$ cat config.mk
export PLATFORM = sky130hd
export DESIGN_NAME = serial_full_subtractor_flat
export DESIGN_NICKNAME = d
export VERILOG_FILES = /design/src/rtl/serial_full_subtractor_if.sv /design/src/rtl/serial_full_subtractor.sv /design/src/flat_wrapper.sv
export SDC_FILE = /design/constraint.sdc
export NUM_CORES = 1
export LEC_CHECK = 0
export CAP_MARGIN = 20
export CELL_PAD_IN_SITES_DETAIL_PLACEMENT = 1
export CELL_PAD_IN_SITES_GLOBAL_PLACEMENT = 2
export CORE_ASPECT_RATIO = 0.75
export CORE_MARGIN = 4
export CORE_UTILIZATION = 40
export CTS_CLUSTER_SIZE = 40
export DETAILED_ROUTE_END_ITERATION = 7
export GPL_ROUTABILITY_DRIVEN = 1
export PLACE_DENSITY = 0.92
export SLEW_MARGIN = 20
export SYNTH_ARGS = -nofsm -noshare
export SYNTH_HDL_FRONTEND = slang
export SYNTH_SLANG_ARGS = --single-unit
$ cat constraint.sdc
create_clock -name clk -period 2.5 [get_ports clk]
set_input_delay 0.5 -clock clk [delete_from_list [all_inputs] [get_ports clk]]
set_output_delay 0.5 -clock clk [all_outputs]
set_load 0.03 [all_outputs]
$ cat src/rtl/serial_full_subtractor_if.sv
// serial_full_subtractor_if: start/busy/done handshake and operand/result bus of the bit-serial subtractor.
// Optional overflow flag present only when SERIAL_SUB_OVF_EN is defined.
interface serial_full_subtractor_if #(
   parameter int WIDTH = 8
);
   logic             start;
   logic [WIDTH-1:0] a;
   logic [WIDTH-1:0] b;
   logic             borrow_in;
   logic             busy;
   logic             done;
   logic [WIDTH-1:0] diff;
   logic             borrow_out;
`ifdef SERIAL_SUB_OVF_EN
   logic             overflow;
   modport master (
      output start, a, b, borrow_in,
      input  busy, done, diff, borrow_out, overflow
   );
   modport slave (
      input  start, a, b, borrow_in,
      output busy, done, diff, borrow_out, overflow
   );
`else
   modport master (
      output start, a, b, borrow_in,
      input  busy, done, diff, borrow_out
   );
   modport slave (
      input  start, a, b, borrow_in,
      output busy, done, diff, borrow_out
   );
`endif
endinterface

$ cat src/rtl/serial_full_subtractor.sv
// serial_full_subtractor: bit-serial a - b - borrow_in, LSB first, one full-subtractor cell plus borrow flop.
// Optional signed overflow output enabled by defining SERIAL_SUB_OVF_EN.
module serial_full_subtractor #(
   parameter int WIDTH = 8
) (
   input logic                     clk,
   input logic                     rst_n,
   serial_full_subtractor_if.slave bus
);
   localparam int CW = (WIDTH > 1) ? $clog2(WIDTH) : 1;
   localparam logic [1:0] S_IDLE  = 2'd0;
   localparam logic [1:0] S_SHIFT = 2'd1;
   localparam logic [1:0] S_DONE  = 2'd2;

   logic [1:0]       state, state_nx;
   logic [WIDTH-1:0] a_sr, b_sr, res_sr, diff_q, res_nx;
   logic [CW-1:0]    cnt;
   logic             bflop, bout_q;
   logic             x, y, d, bnext;
   logic             accept, last;

   // full-subtractor cell fed by the operand LSBs and the running borrow
   assign x      = a_sr[0];
   assign y      = b_sr[0];
   assign d      = x ^ y ^ bflop;
   assign bnext  = (~x & y) | (~(x ^ y) & bflop);
   assign res_nx = {d, res_sr[WIDTH-1:1]};

   // a request is honoured in every state except SHIFT, which gives back-to-back from DONE
   assign accept = bus.start && (state != S_SHIFT);
   assign last   = (state == S_SHIFT) && (cnt == CW'(WIDTH - 1));

   // next-state selection; the unused encoding falls back to IDLE
   always_comb begin
      state_nx = accept ? S_SHIFT :
                 (state == S_SHIFT) ? (last ? S_DONE : S_SHIFT) : S_IDLE;
   end

   // state register
   always_ff @(posedge clk or negedge rst_n) begin
      if (!rst_n) state <= S_IDLE;
      else        state <= state_nx;
   end

   // operand capture on accept, one bit per cycle while shifting
   always_ff @(posedge clk or negedge rst_n) begin
      if (!rst_n) begin
         a_sr   <= '0;
         b_sr   <= '0;
         res_sr <= '0;
         bflop  <= 1'b0;
         cnt    <= '0;
      end else if (accept) begin
         a_sr   <= bus.a;
         b_sr   <= bus.b;
         bflop  <= bus.borrow_in;
         cnt    <= '0;
      end else if (state == S_SHIFT) begin
         a_sr   <= a_sr >> 1;
         b_sr   <= b_sr >> 1;
         res_sr <= res_nx;
         bflop  <= bnext;
         cnt    <= cnt + CW'(1);
      end
   end

   // result registers load with the final bit so they are valid in the DONE cycle
   always_ff @(posedge clk or negedge rst_n) begin
      if (!rst_n) begin
         diff_q <= '0;
         bout_q <= 1'b0;
      end else if (last) begin
         diff_q <= res_nx;
         bout_q <= bnext;
      end
   end

`ifdef SERIAL_SUB_OVF_EN
   logic a_msb, b_msb, ovf_q;

   // operand sign bits are kept because the shift registers lose them
   always_ff @(posedge clk or negedge rst_n) begin
      if (!rst_n) begin
         a_msb <= 1'b0;
         b_msb <= 1'b0;
      end else if (accept) begin
         a_msb <= bus.a[WIDTH-1];
         b_msb <= bus.b[WIDTH-1];
      end
   end

   // signed overflow: operands of opposite sign and result sign differs from the minuend
   always_ff @(posedge clk or negedge rst_n) begin
      if (!rst_n)    ovf_q <= 1'b0;
      else if (last) ovf_q <= (a_msb != b_msb) && (d != a_msb);
   end

   assign bus.overflow = ovf_q;
`endif

   assign bus.busy       = (state == S_SHIFT);
   assign bus.done       = (state == S_DONE);
   assign bus.diff       = diff_q;
   assign bus.borrow_out = bout_q;
endmodule

$ cat src/flat_wrapper.sv
// flat-port wrapper written by rule: the top's interface ports become plain ports
module serial_full_subtractor_flat 
#(
   parameter int WIDTH = 8
)
  (clk, rst_n, bus_start, bus_a, bus_b, bus_borrow_in, bus_busy, bus_done, bus_diff, bus_borrow_out);
  serial_full_subtractor_if #(.WIDTH(WIDTH)) bus_i ();
  input logic clk;
  input logic rst_n;
  input wire logic [$bits(bus_i.start)-1:0] bus_start;
  input wire logic [$bits(bus_i.a)-1:0] bus_a;
  input wire logic [$bits(bus_i.b)-1:0] bus_b;
  input wire logic [$bits(bus_i.borrow_in)-1:0] bus_borrow_in;
  output wire logic [$bits(bus_i.busy)-1:0] bus_busy;
  output wire logic [$bits(bus_i.done)-1:0] bus_done;
  output wire logic [$bits(bus_i.diff)-1:0] bus_diff;
  output wire logic [$bits(bus_i.borrow_out)-1:0] bus_borrow_out;
  assign bus_i.start = bus_start;
  assign bus_i.a = bus_a;
  assign bus_i.b = bus_b;
  assign bus_i.borrow_in = bus_borrow_in;
  assign bus_busy = bus_i.busy;
  assign bus_done = bus_i.done;
  assign bus_diff = bus_i.diff;
  assign bus_borrow_out = bus_i.borrow_out;
  serial_full_subtractor #(.WIDTH(WIDTH)) u_core (.clk(clk), .rst_n(rst_n), .bus(bus_i));
endmodule
# After elaboration in Yosys (flattened, before gate mapping)

Index checks and enable logic that the tools add are counted.

Word-level logic and storage cells: 36
Register bits: 39

Reductions and logical operators: 4
Equality and inequality tests: 4
Muxes and demuxes: 11
Bitwise logic cells: 8
Add/subtract/negate cells: 1

Operator list:

| cell                  | number |
|---|---|
| $mux W8               | 4 |
| $mux W2               | 3 |
| $mux W3               | 2 |
| $add A3 B1 Y3 const B | 1 |
| $eq A3 B3 Y1 const B  | 1 |
| $not A1 Y1            | 3 |
| $and A1 B1 Y1         | 2 |
| $eq A2 B1 Y1 const B  | 1 |
| $eq A2 B2 Y1 const B  | 1 |
| $logic_and A1 B1 Y1   | 2 |
| $mux W1               | 2 |
| $ne A2 B1 Y1 const B  | 1 |
| $reduce_and A2 Y1     | 1 |
| $reduce_bool A2 Y1    | 1 |
| $xor A1 B1 Y1         | 2 |
| $or A1 B1 Y1          | 1 |

# Depth between registers and ports, before layout

Word-level depth: 6
Depth in mapped cells: 5

# Worst setup path after synthesis

Ideal clock, no wire load.

Path type: reg-to-reg
Start point: register u_core.cnt[0]
End point: register u_core.diff_q[0] (netlist: u_core.bus.diff[0])
Library setup time: 0.125 ns
Period minus slack after synthesis: 1.494 ns
Path slack: 1.006 ns
Path buffers: 1
Stages on the path, launching flop included: 6
Data arrival time: 1.370 ns
Required time: 2.375 ns
Cell sequence: dfrtp_1 > ha_1 > ha_1 > nand3b_1 > buf_2 > mux2_2

Longest elaborated chain between the ends: 2

RTL lines:

| item                     | RTL line                     | text |
|---|---|---|
| start: declaration       | serial_full_subtractor.sv:17 | `logic [CW-1:0] cnt;` |
| start signal: assignment | serial_full_subtractor.sv:63 | `cnt <= cnt + CW'(1);` |
| $eq A3 B3 Y1             | serial_full_subtractor.sv:31 | `assign last = (state == S_SHIFT) && (cnt == CW'(WIDTH - 1));` |
| $logic_and A1 B1 Y1      | serial_full_subtractor.sv:31 |  |
| end signal: assignment   | serial_full_subtractor.sv:73 | `diff_q <= res_nx;` |
| end: declaration         | serial_full_subtractor.sv:16 | `logic [WIDTH-1:0] a_sr, b_sr, res_sr, diff_q, res_nx;` |

Every way passes these cells.
A chain may end at the register's enable or synchronous reset.

# Worst setup path after layout

Start point: register u_core.state[0]
End point: output port bus_done

Longest elaborated chain between the ends: 1

RTL lines:

| item                     | RTL line                      | text |
|---|---|---|
| start: declaration       | serial_full_subtractor.sv:15  | `logic [1:0] state, state_nx;` |
| start signal: assignment | serial_full_subtractor.sv:42  | `else state <= state_nx;` |
| $eq A2 B2 Y1             | serial_full_subtractor.sv:102 | `assign bus.done = (state == S_DONE);` |
| end: declaration         | flat_wrapper.sv:15            | `output wire logic [$bits(bus_i.done)-1:0] bus_done;` |

Every way passes these cells.

==> flow_summary.json <==
{
  "status": "finished, final reports clean",
  "htreeDepth": 2,
  "startpoint_type": "flip-flop",
  "vdd.ir_drop.worst_mv": 0.5637,
  "seq_area_frac_synth": 0.5213,
  "worstPathRequired_ns": 2.00,
  "crit_fanout": 3,
  "seqPwrFrac": 0.385,
  "root_buffer": "clkbuf_8",
  "num_io_pins": 31,
  "grt-ovfl-total": 0,
  "critPathMaxStageDelay_ns": 0.67,
  "port_buffers": 30,
  "p_switching_mw": 0.8883,
  "min_period_ns": 1.979,
  "synth_cell_types": 14,
  "p_int_mw": 1.860,
  "yosys_warnings": 0,
  "die-area_um2": 5716,
  "maxCapViolCount": 0,
  "netlist_instances": 112,
  "relSlewSlack": 0.4472,
  "endpoint_kind": "primary output",
  "tns_ns": 0,
  "setup_violations": 0,
  "cts.clk_slew.worst_paths_ns": 0.07,
  "synth_top_area_frac": 0.5213,
  "hold_ws_ns": 0.3142,
  "synth_nets": 135,
  "drc": 0,
  "slew_viol_final": 0,
  "synthTopCellsByArea": "dfrtp_1, mux2_4, mux2_2",
  "avgSynthCellArea_um2": 16.29,
  "drtIter0Drc": 33,
  "antenna_found_initial": 0,
  "syn_area_um2": 1824,
  "crit_chain": "nor2b_1, clkdlybuf4s50_1",
  "first_pass_iters": 4,
  "comb_power_share": 0.461,
  "syn_to_final_growth_pct": 22.43,
  "slowest_stage": "clkdlybuf4s50_1",
  "synth_top_cell_by_area": "dfrtp_1",
  "cts_tree": "done",
  "nets": 168,
  "leakagePower_nw": 1.054,
  "cts_buffers": 5,
  "hold_class": "input port to async pin",
  "switching_share": 0.3232,
  "coreArea_um2": 4229,
  "grt_pass1_wl_mm": 5.761,
  "vias": 958,
  "postCtsHoldBufs": 0,
  "postCtsSetupBuffers": 0,
  "synth_edf_count": 0,
  "max_slew.worst_pin.slew_ns": 0.8293,
  "track_usage": 0.1324,
  "wire_per_inst_um": 15.85,
  "clockBufferDepth": 2,
  "clock.fmax_mhz": 505.4,
  "timing.final.crit_share": 0.7914,
  "cts_resized": 0,
  "drive_gt1_frac": 0.3904,
  "arrival_ns": 1.48,
  "grt_max_degree": 39,
  "grt_pass1_vias": 1141,
  "gp_congestion": 0.6886,
  "diodes": 0,
  "rows": 20,
  "stdcell_area_um2": 2233,
  "ys_ff_latch": 38,
  "clk_latency_ns": 0.28,
  "die_h_um": 66.49,
  "async_flop_share": 1.000,
  "power_frac_clock": 0.155,
  "worstSetupPathType": "flip-flop to primary output",
  "place_area_um2": 2142,
  "die_w_um": 85.98,
  "hpwlAfterDp_mm": 2.185,
  "totalWireLength_mm": 3.186,
  "via_per_inst": 4.766,
  "cts.sinks": 38,
  "start_util": 0.4314,
  "finalClockSkew_ns": 0.002945,
  "power-per-cell-area_nw_per_um2": 1231,
  "synth_ff_type": "dfrtp_1",
  "grt_setup_unrepaired": "false",
  "finalHoldViolations": 0,
  "yosys-top-cells-count": "dfrtp_1, mux2_4, mux2_2",
  "antenna_left": 0,
  "yosysMostFrequentCell": "dfrtp_1"
}
[worst max-delay path, delay by kind of cell (launching register included)]
kind,cells,cell delay (ns)
buf+inv,1,0.67
flops,1,0.41
simple gates,1,0.11
[sequential cells by signal (all words and copies together) (netlist names)]
signal and flops:
u_core.a_sr 8, u_core.b_sr 8, u_core.bus.diff 8, u_core.res_sr 7, u_core.cnt 3, u_core.state 2
u_core.bflop 1, u_core.bus.borrow_out 1
[layer usage]
layer | wire (um) | GRT usage
met5 | 0 | 0
met3 | 153 | 0.04326
met4 | 32 | 0.04743
met1 | 1476 | 0.1673
met2 | 1524 | 0.2125
[stage by stage]
step                      cells  setup slack, ns  utilization  power, mW
after CTS                   201           0.4982       0.5281      2.795
final                       201           0.5214       0.5281      2.749
after global placement      193           0.4809       0.5065      2.293
after detailed placement    193           0.4440       0.5065      2.351
after global routing        201           0.4720       0.5281      2.948
after floorplan             112            1.006            -      2.013
[layout make-up]
class	count	area, um2
Tap cell	55	68.82
Fill cell	408	1996
Clock inverter	1	5.005
Sequential cell	38	950.9
Inverter	5	18.77
Clock buffer	7	86.33
Timing Repair Buffer	32	307.8
Multi-Input combinational cell	63	795.8
[power groups by stage]
stage | sequential, mW | clock, mW | combinational, mW
CTS | 1.06 | 0.445 | 1.29
global route | 1.10 | 0.482 | 1.37
detailed placement | 1.07 | 0 | 1.28
global placement | 1.05 | 0 | 1.25
finish | 1.06 | 0.425 | 1.27
floorplan | 1.17 | 0 | 0.844
[cell usage in the layout (no fill, tap or decap)]
| cell | n |
|---|---|
| nor2_1 | 2 |
| o21a_1 | 1 |
| clkbuf_8 | 6 |
| ha_1 | 2 |
| mux2_2 | 11 |
| clkdlybuf4s50_1 | 28 |
| nand2b_1 | 1 |
| clkinv_2 | 1 |
| clkbuf_1 | 1 |
| mux2_4 | 34 |
| buf_4 | 3 |
| buf_2 | 1 |
| inv_1 | 5 |
| nor2b_1 | 3 |
| mux2i_1 | 6 |
| fa_1 | 1 |
| nand2b_2 | 1 |
| nand3b_1 | 1 |
| dfrtp_1 | 38 |
[cells by family (layout without fill, tap and decap cells)]
family / Yosys count / in the layout / synth area share
AOI/OAI and AO/OA: 1 / 1 / 0.004117
and+or+nand+nor: 8 / 8 / 0.02538
adders and majority gates: 3 / 3 / 0.02469
muxes: 51 / 51 / 0.3807
buffers and inverters: 11 / 45 / 0.04389
DFF: 38 / 38 / 0.5213
[path summary, 6_finish.rpt]
check	from	endpoint	slack [ns]	depth (start not counted)
max	u_core.state[0]	bus_done	0.52	2
min	rst_n	u_core.bus.diff[6]	0.31	1
max reg2reg	u_core.cnt[0]	u_core.bus.diff[4]	0.76	4
min reg2reg	u_core.cnt[0]	u_core.cnt[0]	0.50	1
max in group asynchronous	rst_n	u_core.bflop	1.67	1
min in group clk	u_core.cnt[0]	u_core.cnt[0]	0.50	1
Note: power is estimated with default switching activity, not from simulation.
